==> config.mk <==
export PLATFORM = sky130hd
export DESIGN_NAME = alu_seq8
export DESIGN_NICKNAME = d
export VERILOG_FILES = /design/src/rtl/alu_seq8.sv
export SDC_FILE = /design/constraint.sdc
export NUM_CORES = 1
export LEC_CHECK = 0
export BUFFER_PORTS_ARGS = -buffer_cell sky130_fd_sc_hd__clkbuf_2
export CAP_MARGIN = 0
export CORE_AREA = 2 2 50 75
export DETAILED_ROUTE_END_ITERATION = 6
export DIE_AREA = 0 0 52 77
export PLACE_DENSITY = 0.81
export SLEW_MARGIN = 5
export SYNTH_ARGS = -nofsm -noshare
export SYNTH_HDL_FRONTEND = slang
export SYNTH_SLANG_ARGS = --single-unit
==> constraint.sdc <==
create_clock -name clk -period 2 [get_ports clk]
set_input_delay 0.4 -clock clk [delete_from_list [all_inputs] [get_ports clk]]
set_output_delay 0.4 -clock clk [all_outputs]
set_load 0.005 [all_outputs]
==> src/rtl/alu_seq8.sv <==
// alu_seq8: 8-bit sequential ALU front end built around an external 4-bit
// combinational ALU. Each command is processed as a low nibble then a high
// nibble, with the add carry chained from the low pass into the high pass.
`timescale 1ns/1ps

module alu_seq8 #(
    parameter bit RSVD_ERR = 1'b1
) (
    input  logic       clk,
    input  logic       rst,
    // command side
    input  logic       in_valid,
    output logic       in_ready,
    input  logic [2:0] op,
    input  logic [7:0] opa,
    input  logic [7:0] opb,
    input  logic       cin,
    // external 4-bit ALU
    output logic [3:0] alu_a,
    output logic [3:0] alu_b,
    output logic       alu_cin,
    output logic       alu_sel0,
    output logic       alu_sel1,
    output logic       alu_sel2,
    input  logic [3:0] alu_out,
    input  logic       alu_cout,
    // result side
    output logic       res_valid,
    input  logic       res_ready,
    output logic [7:0] result,
    output logic       carry,
    output logic       zero,
    output logic       err
);

    typedef enum logic [1:0] {
        S_IDLE = 2'd0,
        S_LO   = 2'd1,
        S_HI   = 2'd2,
        S_DONE = 2'd3
    } state_t;

    // Captured command; stays frozen from acceptance until the next accept.
    typedef struct packed {
        logic [2:0] op;
        logic [7:0] a;
        logic [7:0] b;
        logic       cin;
    } cmd_t;

    state_t     state, state_nxt;
    cmd_t       cmd_q;
    logic [3:0] res_lo_q;
    logic       lo_carry_q;
    logic       is_add;
    logic       is_rsvd;
    logic [7:0] res_full;

    assign is_add   = (cmd_q.op == 3'b000);
    assign is_rsvd  = cmd_q.op[2] & (cmd_q.op[1] | cmd_q.op[0]);
    // Full 8-bit result as it will be registered on the HI->DONE edge.
    assign res_full = {alu_out, res_lo_q};

    // State register; reset wins over every handshake.
    always_ff @(posedge clk) begin
        if (rst)
            state <= S_IDLE;
        else
            state <= state_nxt;
    end

    // Next-state: one pass per nibble, then hold in DONE until consumed.
    // Consumption returns to IDLE, so accept and consume never share an edge.
    always_comb begin
        state_nxt = state;
        case (state)
            S_IDLE: if (in_valid)  state_nxt = S_LO;
            S_LO:                  state_nxt = S_HI;
            S_HI:                  state_nxt = S_DONE;
            S_DONE: if (res_ready) state_nxt = S_IDLE;
            default:               state_nxt = S_IDLE;
        endcase
    end

    // Outputs: handshakes plus ALU drive; ALU inputs are quiet outside LO/HI.
    always_comb begin
        in_ready  = 1'b0;
        res_valid = 1'b0;
        alu_a     = 4'h0;
        alu_b     = 4'h0;
        alu_cin   = 1'b0;
        alu_sel0  = 1'b0;
        alu_sel1  = 1'b0;
        alu_sel2  = 1'b0;
        case (state)
            S_IDLE: in_ready = 1'b1;
            S_LO: begin
                alu_a    = cmd_q.a[3:0];
                alu_b    = cmd_q.b[3:0];
                alu_cin  = is_add & cmd_q.cin;
                {alu_sel2, alu_sel1, alu_sel0} = cmd_q.op;
            end
            S_HI: begin
                alu_a    = cmd_q.a[7:4];
                alu_b    = cmd_q.b[7:4];
                alu_cin  = is_add & lo_carry_q;
                {alu_sel2, alu_sel1, alu_sel0} = cmd_q.op;
            end
            S_DONE: res_valid = 1'b1;
            default: ;
        endcase
    end

    // Datapath: capture command in IDLE, low nibble in LO, publish in HI.
    // The visible result only changes on HI->DONE so it stays stable after
    // consumption until the next command completes.
    always_ff @(posedge clk) begin
        if (rst) begin
            cmd_q      <= '0;
            res_lo_q   <= 4'h0;
            lo_carry_q <= 1'b0;
            result     <= 8'h00;
            carry      <= 1'b0;
            zero       <= 1'b0;
            err        <= 1'b0;
        end else begin
            case (state)
                S_IDLE: begin
                    if (in_valid) begin
                        cmd_q.op  <= op;
                        cmd_q.a   <= opa;
                        cmd_q.b   <= opb;
                        cmd_q.cin <= cin;
                    end
                end
                S_LO: begin
                    res_lo_q   <= alu_out;
                    lo_carry_q <= alu_cout;
                end
                S_HI: begin
                    result <= res_full;
                    carry  <= is_add & alu_cout;
                    zero   <= (res_full == 8'h00);
                    err    <= RSVD_ERR & is_rsvd;
                end
                default: ;
            endcase
        end
    end

endmodule

* Yosys cells after proc, flatten, opt, wreduce, memory -nomap -nowiden
Index checks and enable logic that the tools add are counted.
** Word-level totals
- Bits in registers :: 38
- Input bits :: 29
- Output and inout bits :: 25
** Operators by class
- Equality and inequality tests :: 5
- Mux-type cells :: 11
- Bitwise operators :: 5
- Reductions and logical operators :: 6
** Operators by type and width (count)
- 4-bit one-hot mux with 2 select lines :: 2
- 8-bit zero test :: 1
- 2-bit one-hot mux with 4 select lines :: 1
- 1-bit two-way mux :: 5
- 1-bit bitwise AND :: 4
- 2-bit equality test, second input constant :: 2
- 2-bit two-way mux :: 2
- 2-bit != test, second input constant :: 2
- 2-bit AND reduction :: 2
- 3-bit zero test :: 1
- 2-bit by 1-bit equality test with 1-bit output, second input constant :: 1
- 2-bit zero test :: 1
- 1-bit one-hot mux with 2 select lines :: 1
- 2-bit OR reduction :: 1
- 1-bit bitwise OR :: 1

* Depth between registers and ports, before layout
- Word-level depth :: 3
- Depth in mapped cells :: 6
- Mapped depth without buffers :: 5

* Worst setup path before layout
Ideal clock, no wire load.
- Path type :: reg2out
- From :: reg state[0]
- To :: out alu_a[0]
- Arrival time :: 1.109 ns
- Data required time :: 1.600 ns
- Slack :: 0.491 ns
- Stages on the path, launching flop included :: 5
- Buffers on the path :: 1
- Path through :: dfxtp_1 > inv_1 > ha_1 > clkbuf_1 > nor2b_1
** Between the ends
- Cells in the longest elaborated chain, start to end :: 2
** Ends and longest elaborated chain
- start: declaration :: line 51 : state_t state, state_nxt;
- start signal: assignment :: line 69 : state <= state_nxt;
- 2-bit equality test or 2-bit by 1-bit equality test with 1-bit output (tied branches) :: line 95 : case (state)
- 4-bit one-hot mux with 2 select lines * :: line 95
- end: declaration :: line 19 : output logic [3:0] alu_a,
Every way passes the cells marked *; elsewhere a longest branch is shown, timed or not.

* Worst setup path in the final report
- From :: reg state[1]
- To :: out alu_b[2]
** Between the ends
- Cells in the longest elaborated chain, start to end :: 2
** Ends and longest elaborated chain
- 2-bit equality test or 2-bit by 1-bit equality test with 1-bit output (tied branches) :: line 95
- 4-bit one-hot mux with 2 select lines * :: line 95
- end: declaration :: line 20 : output logic [3:0] alu_b,
Marked as above.

==> results.toml <==
[setup_path]
start_kind = "flop"
worstSetupPathType = "reg -> out"
cp_max_fo = 9
critPathCaptureType = "primary output"
arrival_ns = 1.48
cp.required_ns = 1.60

[cts]
cts_sinks = 38
cts.htree.levels = 2
cts_buffers = 5
cts-root-buf = "clkbuf_8"
clk_latency_ns = 0.29
postCtsHoldBufs = 0
cts.path.max_buffers = 2
clkSlewWorstSetupHoldPaths_ns = 0.07
cts_tree = "done"
cts_setup_buffers = 0

[yosys]
syn_area_per_cell_um2 = 9.381
synth.net_count = 221
netlist_instances = 187
netlist-cell-type-count = 25
synth_seq_cells = 38
ys_seq_area_share_pct = 43.37
synth_edf_count = 0
synthFlopType = "dfxtp_1"
yosysWarnings = 0
synthArstFlopShare_pct = 0
syn-cell-area_um2 = 1754

[timing]
post-route-period-util_pct = 93.91
fin_skew_ns = 0.001709
final-max-slew-violation-count = 0
hold-worst-slack_ns = 0.3230
setup_viol = 0
max_freq_mhz = 532.4
final-hold-violation-count = 0
worst_pin_slew_ns = 0.6584
timing.setup.tns_ns = 0
period_needed_ns = 1.878
maxSlewHeadroom_pct = 56.11

[finish]
fin_area_um2 = 2145
diodes = 0
instances_no_fill = 280
multiInputGateArea_um2 = 919.6
regArea_um2 = 762.0
nFillCells = 325
synthToLayoutAreaGrowth_pct = 22.25
nNetsFinal = 271
drive_above_1_share_pct = 43.28

[global_routing]
grt_max_degree = 21
grt_antenna_before_repair = 0
grt_use_total_pct = 19.49
grt_overflow = 0
grt_pass1_wl_um = 5968
grt_pass1_vias = 1412

[routing]
initialDrtViolationCount = 22
first_pass_iters = 4
num_vias = 1410
routed_wirelength_um = 3558
postRouteAntennaNets = 0
routedWlPerCell_um = 12.71
viasPerCell = 5.036
drc_errors = 0

[floorplan]
start_util_pct = 52.35
fp.dieW_um = 52
core_um2 = 3351
die_area_um2 = 4004
rows = 26
ios = 54
fp.dieH_um = 77

[place]
io_buffers = 53
dp_cells = 272
place_area_um2 = 2006
gp_congestion = 0.7113
dp_hpwl_um = 2613

[power_and_ir_drop]
vdd_ir_drop_max_mv = 0.9070
p_leak_nw = 0.8624
powerDensity_nw_per_um2 = 1229
total_power_mw = 2.635

[min_path]
hold_class = "in -> reg"

[run_status]
status = "finished clean"

[flow_run]
cap_violations = 0
## area by class of cell
class	count	share of cell area [%]
multi-input cells	135	42.88
repair buffers	55	13.65
clock buffers	8	5.134
inverters	2	0.3501
well taps	42	2.450
flip-flops and latches	38	35.53
## synth_stat cells, types with 3 or more instances
master	n	area (um^2)
mux2i_1	14	140.1
nand2_1	32	120.1
nor2_1	15	56.30
nor2b_1	8	50.05
a21oi_1	4	20.02
nand2_2	10	62.56
and2_1	3	18.77
buf_2	5	25.02
nand3_1	3	15.01
a22oi_1	8	60.06
a21oi_2	21	183.9
ha_1	5	62.56
dfxtp_1	38	760.7
nand2b_1	5	31.28
buf_4	3	22.52
## critical path, cell delays in order (launching register included)
cell and delay (ns):
dfxtp_2 0.35, inv_1 0.13, ha_2 0.31, a22oi_1 0.13, nor2b_1 0.14, clkbuf_2 0.13
## cells by family (layout without fill, tap and decap cells)
logic type	after synthesis	in the layout	share of synthesized area, %
and+or+nand+nor	80	80	22.68
muxes	14	14	7.988
AOI/OAI and AO/OA	36	36	16.62
DFF	38	38	43.37
adders and majority gates	5	5	3.566
buffers and inverters	14	65	5.777
## cell usage in the layout, fill, tap and decap left out
cell / instances
clkbuf_8: 8
o211ai_2: 1
a211oi_1: 1
a22oi_1: 8
nor4_2: 2
nand2b_1: 5
and2_1: 3
nand2_2: 10
and2_4: 1
a21oi_1: 4
buf_12: 1
ha_4: 2
inv_1: 2
dfxtp_1: 37
buf_4: 1
nand2_1: 32
dfxtp_2: 1
nor3_2: 1
nor2b_1: 8
nand3_1: 3
ha_2: 1
ha_1: 2
a21o_1: 1
clkbuf_2: 53
mux2i_1: 14
nor2_1: 15
a21oi_2: 21
## per-stage QoR
stage	setup slack (ns)	utilization [%]
global route	-0.01242	64.00
global placement	0.3256	59.86
floorplan	0.4915	-
CTS	0.02913	63.29
finish	0.1218	64.00
detailed placement	0.2849	59.86
## final timing paths
kind                                from   endpoint  slack [ns]  cells after the start
worst max-delay path            state[1]   alu_b[2]        0.12                      5
worst min-delay path              opb[1]   cmd_q[2]        0.32                      3
worst max register to register  state[0]  result[6]        0.39                      4
worst min register to register  cmd_q[6]   cmd_q[6]        0.47                      2
## per-layer routing
metal | GRT usage (%) | routed length, um | vias up
met5 | 0 | 0 | -
met4 | 7.895 | 66 | 0
met3 | 6.226 | 211 | 5
met2 | 34.05 | 1837 | 36
met1 | 20.73 | 1442 | 642
li1 | - | - | 727
## what timing repair did
action / 4_1_cts / 5_1_grt
endpoints found under the setup margin: 7 / 12
resized for setup: 2 / 4
pin swaps: 0 / 0
## flip-flops by register name (all words and copies together), names as in the netlist
register    cells
res_lo_q        4
cmd_q          20
zero            1
result          8
err             1
state           2
carry           1
lo_carry_q      1
## where the power goes
part	switching, mW	internal, mW
clock network	0.256	0.348
logic	0.550	0.461
registers	0.110	0.910
total	0.916	1.72
Note: power is estimated with default switching activity, not from simulation.
